<file path="src/rtl/writeback_pkg.sv">
// y86_pkg: shared Y-86 constants, status codes and write-back state type
package y86_pkg;
  localparam int XLEN = 64;
  localparam int NREG = 15;
  localparam int CNT_W = 32;
  localparam logic [3:0] HALT = 4'h0;
  localparam logic [3:0] NOP = 4'h1;
  localparam logic [3:0] RRMOVQ = 4'h2;
  localparam logic [3:0] IRMOVQ = 4'h3;
  localparam logic [3:0] RMMOVQ = 4'h4;
  localparam logic [3:0] MRMOVQ = 4'h5;
  localparam logic [3:0] OPQ = 4'h6;
  localparam logic [3:0] JXX = 4'h7;
  localparam logic [3:0] CALL = 4'h8;
  localparam logic [3:0] RET = 4'h9;
  localparam logic [3:0] PUSHQ = 4'hA;
  localparam logic [3:0] POPQ = 4'hB;
  localparam logic [2:0] AOK = 3'd1;
  localparam logic [2:0] HLT = 3'd2;
  localparam logic [2:0] ADR = 3'd3;
  localparam logic [2:0] INS = 3'd4;
  localparam logic [3:0] RSP = 4'h4;
  localparam logic [3:0] RNONE = 4'hF;
  typedef enum logic {RUN, HALTED} state_t;
endpackage

</file>
<file path="src/rtl/writeback_if.sv">
// writeback_if: retire bus, operand read ports and status outputs of the write-back stage
interface writeback_if;
  logic instr_valid;
  logic [3:0] icode;
  logic [3:0] ifun;
  logic cnd;
  logic [3:0] ra;
  logic [3:0] rb;
  logic [y86_pkg::XLEN-1:0] valE;
  logic [y86_pkg::XLEN-1:0] valM;
  logic [2:0] stat_in;
  logic [3:0] srcA;
  logic [3:0] srcB;
  logic [y86_pkg::XLEN-1:0] rdA;
  logic [y86_pkg::XLEN-1:0] rdB;
  logic [2:0] stat;
  logic halted;
  logic [y86_pkg::CNT_W-1:0] retired;
  modport master(output instr_valid, icode, ifun, cnd, ra, rb, valE, valM, stat_in, srcA, srcB,
                 input rdA, rdB, stat, halted, retired);
  modport slave(input instr_valid, icode, ifun, cnd, ra, rb, valE, valM, stat_in, srcA, srcB,
                output rdA, rdB, stat, halted, retired);
endinterface

</file>
<file path="src/rtl/writeback_regfile.sv">
// regfile: 15-entry register array, two combinational reads, two writes with port M winning
module regfile
  import y86_pkg::*;
(
  input  logic clk,
  input  logic rst,
  input  logic we_e,
  input  logic [3:0] dst_e,
  input  logic [XLEN-1:0] val_e,
  input  logic we_m,
  input  logic [3:0] dst_m,
  input  logic [XLEN-1:0] val_m,
  input  logic [3:0] src_a,
  input  logic [3:0] src_b,
  output logic [XLEN-1:0] rd_a,
  output logic [XLEN-1:0] rd_b
);
  logic [XLEN-1:0] regs [NREG];
  // reset loads each register with its own index; index F never matches an entry
  always_ff @(posedge clk)
    if (rst)
      for (int i = 0; i < NREG; i++) regs[i] <= XLEN'(i);
    else
      for (int i = 0; i < NREG; i++)
        if (we_m && dst_m == 4'(i)) regs[i] <= val_m;
        else if (we_e && dst_e == 4'(i)) regs[i] <= val_e;
  assign rd_a = (src_a == RNONE) ? '0 : regs[src_a];
  assign rd_b = (src_b == RNONE) ? '0 : regs[src_b];
endmodule

</file>
<file path="src/rtl/writeback.sv">
// writeback: SEQ write-back stage with destination decode, status FSM and retire counter
module writeback
  import y86_pkg::*;
(
  input  logic clk,
  input  logic reset,
  writeback_if.slave bus
);
  state_t state, state_next;
  logic [3:0] dst_e, dst_m;
  logic [2:0] stat_q;
  logic [CNT_W-1:0] retired_q;
  logic commit, ok, wr;
  assign commit = bus.instr_valid && state == RUN;
  assign ok = bus.stat_in == AOK;
  assign wr = commit && ok && bus.icode != HALT;
  // destination registers implied by the retiring instruction
  always_comb begin
    dst_e = (bus.icode == RRMOVQ) ? ((bus.ifun == 4'h0 || bus.cnd) ? bus.rb : RNONE) :
            (bus.icode == IRMOVQ || bus.icode == OPQ) ? bus.rb :
            (bus.icode inside {CALL, RET, PUSHQ, POPQ}) ? RSP : RNONE;
    dst_m = (bus.icode == MRMOVQ || bus.icode == POPQ) ? bus.ra : RNONE;
  end
  regfile u_rf (
    .clk(clk), .rst(reset),
    .we_e(wr), .dst_e(dst_e), .val_e(bus.valE),
    .we_m(wr), .dst_m(dst_m), .val_m(bus.valM),
    .src_a(bus.srcA), .src_b(bus.srcB), .rd_a(bus.rdA), .rd_b(bus.rdB)
  );
  // status state register
  always_ff @(posedge clk)
    if (reset) state <= RUN;
    else state <= state_next;
  // a halt or a faulting status ends the run until reset
  always_comb state_next = (commit && (!ok || bus.icode == HALT)) ? HALTED : state;
  // status code and retired count; faults retire nothing
  always_ff @(posedge clk)
    if (reset) begin
      stat_q <= AOK;
      retired_q <= '0;
    end else if (commit) begin
      stat_q <= !ok ? bus.stat_in : (bus.icode == HALT) ? HLT : stat_q;
      retired_q <= ok ? retired_q + 1'b1 : retired_q;
    end
  // status outputs
  always_comb begin
    bus.halted = state == HALTED;
    bus.stat = stat_q;
    bus.retired = retired_q;
  end
endmodule

</file>
<file path="src/flat_wrapper.sv">
// flat-port wrapper written by rule: the top's interface ports become plain ports
module writeback_flat import y86_pkg::*;
  (clk, reset, bus_instr_valid, bus_icode, bus_ifun, bus_cnd, bus_ra, bus_rb, bus_valE, bus_valM, bus_stat_in, bus_srcA, bus_srcB, bus_rdA, bus_rdB, bus_stat, bus_halted, bus_retired);
  writeback_if bus_i ();
  input  logic clk;
  input  logic reset;
  input wire logic [$bits(bus_i.instr_valid)-1:0] bus_instr_valid;
  input wire logic [$bits(bus_i.icode)-1:0] bus_icode;
  input wire logic [$bits(bus_i.ifun)-1:0] bus_ifun;
  input wire logic [$bits(bus_i.cnd)-1:0] bus_cnd;
  input wire logic [$bits(bus_i.ra)-1:0] bus_ra;
  input wire logic [$bits(bus_i.rb)-1:0] bus_rb;
  input wire logic [$bits(bus_i.valE)-1:0] bus_valE;
  input wire logic [$bits(bus_i.valM)-1:0] bus_valM;
  input wire logic [$bits(bus_i.stat_in)-1:0] bus_stat_in;
  input wire logic [$bits(bus_i.srcA)-1:0] bus_srcA;
  input wire logic [$bits(bus_i.srcB)-1:0] bus_srcB;
  output wire logic [$bits(bus_i.rdA)-1:0] bus_rdA;
  output wire logic [$bits(bus_i.rdB)-1:0] bus_rdB;
  output wire logic [$bits(bus_i.stat)-1:0] bus_stat;
  output wire logic [$bits(bus_i.halted)-1:0] bus_halted;
  output wire logic [$bits(bus_i.retired)-1:0] bus_retired;
  assign bus_i.instr_valid = bus_instr_valid;
  assign bus_i.icode = bus_icode;
  assign bus_i.ifun = bus_ifun;
  assign bus_i.cnd = bus_cnd;
  assign bus_i.ra = bus_ra;
  assign bus_i.rb = bus_rb;
  assign bus_i.valE = bus_valE;
  assign bus_i.valM = bus_valM;
  assign bus_i.stat_in = bus_stat_in;
  assign bus_i.srcA = bus_srcA;
  assign bus_i.srcB = bus_srcB;
  assign bus_rdA = bus_i.rdA;
  assign bus_rdB = bus_i.rdB;
  assign bus_stat = bus_i.stat;
  assign bus_halted = bus_i.halted;
  assign bus_retired = bus_i.retired;
  writeback u_core (.clk(clk), .reset(reset), .bus(bus_i));
endmodule
</file>
<file path="config.mk">
export PLATFORM = sky130hd
export DESIGN_NAME = writeback_flat
export DESIGN_NICKNAME = d
export VERILOG_FILES = /design/src/rtl/writeback_pkg.sv /design/src/rtl/writeback_if.sv /design/src/rtl/writeback_regfile.sv /design/src/rtl/writeback.sv /design/src/flat_wrapper.sv
export SDC_FILE = /design/constraint.sdc
export NUM_CORES = 2
export LEC_CHECK = 0
export ABC_AREA = 1
export CAP_MARGIN = 20
export CORE_ASPECT_RATIO = 1.1
export CORE_UTILIZATION = 50
export CTS_BUF_LIST = sky130_fd_sc_hd__clkbuf_8
export DETAILED_ROUTE_END_ITERATION = 12
export PLACE_DENSITY_LB_ADDON = 0.05
export SYNTH_ARGS = -nofsm -noshare
export SYNTH_HDL_FRONTEND = slang
export SYNTH_SLANG_ARGS = --single-unit
</file>
<file path="constraint.sdc">
create_clock -name clk -period 6.85 [get_ports clk]
set_input_delay 1.37 -clock clk [delete_from_list [all_inputs] [get_ports clk]]
set_output_delay 1.37 -clock clk [all_outputs]
set_load 0.005 [all_outputs]
</file>
==> metrics.cfg <==
[timing]
timing_max_transition_violations_final=0
hold_ws_ns=0.4809
final.min_clock_period_ns=6.182
timing.clock.skew_ns=0.02507
report.final.setup_viol=0
relSlewSlack_pct=20.85
timing.setup.tns_ns=0
timing.final.hold_violations=0
min_period_over_period_pct=90.25
setup_repair_after_global_routing_missed_its_margin=no
max_freq_mhz=161.8
transition_time_at_the_pin_with_the_least_slew_margin_ns=1.187

[synthesis]
synth-main-ff-cell=sky130_fd_sc_hd__edfxtp_1
syn_area_mm2=0.06054
synth.ff_latch_count=996
ys_async_sr_fraction_pct=0
synth_edf_count=960
instance_count_of_the_mapped_netlist=7597
ys_types=43
post_synthesis_sequential_area_ratio_pct=48.81
yosysWarningCount=0
postSynthAreaPerCell_um2=7.968
postSynthNetCount=7757

[pwr]
power_frac_seq_pct=48.5
p_sw_mw=4.418
power_switching_share_pct=30.35
vdd.ir_drop.worst_mv=0.1269
power_report.internal_total_mw=10.14
gate_power_share_pct=15.8
leakagePower_nw=26.65
power_density_mw_per_mm2=215.3
share_clk_of_total_power_pct=35.7

[routing]
number_of_detailed_route_iterations_in_the_first_pass=7
via_per_inst=6.785
detailedRoute.firstIterationViolations=11200
routed_vias=62380
routedWlPerCell_um=29.57
drtAntennaViolNets=0
postRouteWirelength_mm=271.9
route.detailed.drc=0

[critical_path]
cp_cell_sequence=clkdlybuf4s50_1, nand2_4, inv_4, o21ai_0, a21oi_1, nor2_1, a21oi_1, clkdlybuf4s50_1
critical_path.slowest_cell=sky130_fd_sc_hd__clkdlybuf4s50_1
timing.critical_path.to_type=primary output
timing_worst_setup_path_type=input port to primary output
critical_path.max_fanout=31
cpPeakStageDelay_ns=0.81
critPathArrivalTime_ns=4.81
worstSetupStartpointType=input port
worst-endpoint-required_ns=5.48

[cells_and_area]
final_nets=7656
area_growth_syn_to_layout_pct=11.71
final_layout_size_suffix_gt1_share_pct=5.922
mostFrequentLayoutCell=sky130_fd_sc_hd__nand2_1
post-route-util_pct=56.44
final_cell_area_mm2=0.06762
commonest_cells_after_routing_fill_and_taps_aside=sky130_fd_sc_hd__nand2_1, sky130_fd_sc_hd__edfxtp_1, sky130_fd_sc_hd__nor2_1

[grt]
grt_overflow=0
groute.usage.overall_pct=42.82
grt_max_degree=181
antenna_violations_before_repair=9
grt_first_pass_wirelength_mm=384.7
vias_in_the_first_global_route=57560

[die]
die_height_um=366.9
num_rows=133
starting_density_of_the_core_pct=50.52
top_level_ports=323
die_width_um=333.8
die_area_mm2=0.1225
coreArea_mm2=0.1198

[placed_design]
numPortBuffers=322
placed_area_mm2=0.06449
hpwlAfterDp_mm=145.7
gp_routability_congestion=0.8955

[clock_network]
cts_made_buffers=178
cts.root.buffer_cell=sky130_fd_sc_hd__clkbuf_8
postCtsSetupRepairBufs=0
cts_tree=built
clock_latency_ns=0.95
clock_pin_slew_of_the_registers_on_the_worst_case_setup_and_hold_paths_ns=0.06
h-tree-depth=4
cts.repair.resized=0
cts_hold_buf=0
max-clock-path-buffers=3
clock-sinks=996

[job]
maxcap_viol_count=0

[hold_path]
min-delay-path-class=flip-flop to flip-flop

[run_status]
status=finished, final reports clean

-- metal layers --
metal,routed length (um),vias to the layer above,track usage [%]
met5,22,-,0
met4,17980,4,26.10
met3,42200,1200,11.08
met2,115600,5664,63.37
met1,96020,29140,56.19
li1,-,26370,-
-- power by group through the flow --
stage / Clock [mW] / Sequential, mW / Combinational, mW
floorplan: 0 / 7.16 / 1.20
global placement: 0 / 7.17 / 2.17
detailed placement: 0 / 7.18 / 2.20
CTS: 5.15 / 7.05 / 2.21
global route: 5.41 / 7.08 / 2.39
finish: 5.20 / 7.06 / 2.30
-- cell usage after synthesis, drive strengths merged, types with 12 or more instances --
cell type	count	area share, %
inv	542	3.4
o2111ai	99	1.4
dfxtp	36	1.2
o21a	12	0.15
edfxtp	960	48
o21ai	898	7.4
nor2	974	6.1
clkbuf	438	2.7
o22ai	501	5.2
o211a	42	0.69
nor3	35	0.32
nand3	294	2.5
mux2i	21	0.35
nand2	1603	10
nand4	27	0.28
a21oi	470	3.9
buf	311	2.6
o211ai	287	3.6
-- registers in the layout (all words and copies together), names as in the netlist --
signal,cells
u_core.bus.retired,32
u_core.bus.stat,3
u_core.u_rf.regs,960
u_core.bus.halted,1
-- cells by family (layout without fill, tap and decap cells) --
logic type / Yosys count / after routing / synth area share [%]
and+or+nand+nor: 2939 / 2939 / 19.30
AOI/OAI and AO/OA: 2335 / 2335 / 22.66
buffers and inverters: 1296 / 1331 / 8.733
DFF: 996 / 996 / 48.81
muxes: 21 / 21 / 0.3472
xor gates and xnor gates: 9 / 9 / 0.1302
adders and majority gates: 1 / 1 / 0.02067
other: 0 / 10 / 0
-- through the flow --
step                power (mW)  worst slack (ns)  cells
global placement         9.344            0.8633   8868
finish                   14.56            0.6677   9194
CTS                      14.41            0.8558   9184
floorplan                8.366             1.208   7597
global route             14.89            0.6867   9190
detailed placement       9.375            0.8680   8868
-- layout make-up --
class | count | area, um2
Clock buffer | 186 | 2560
Antenna cell | 10 | 25.02
Clock inverter | 130 | 549.3
Fill cell | 11100 | 52190
Multi-Input combinational cell | 5305 | 26100
Sequential cell | 996 | 29550
Timing Repair Buffer | 468 | 4800
Tap cell | 1552 | 1942
Inverter | 547 | 2102
-- critical path, delay by kind of cell --
family / cells / cell delay [ns]
AOI/OAI and AO/OA: 3 / 0.87
and+or+nand+nor: 2 / 0.44
buffers and inverters: 3 / 2.10
-- worst paths after layout --
check | from | end | slack, ns | cells past startpoint
max reg2reg | u_core.bus.halted$_SDFFE_PP0P_ | u_core.u_rf.regs[13][32]$_SDFFCE_PP0P_ | 2.90 | 10
min reg2reg | u_core.bus.halted$_SDFFE_PP0P_ | u_core.bus.halted$_SDFFE_PP0P_ | 0.48 | 2
max | bus_srcA[2] | bus_rdA[27] | 0.67 | 8
min | u_core.bus.halted$_SDFFE_PP0P_ | u_core.bus.halted$_SDFFE_PP0P_ | 0.48 | 2
Note: power is estimated with default switching activity, not from simulation.
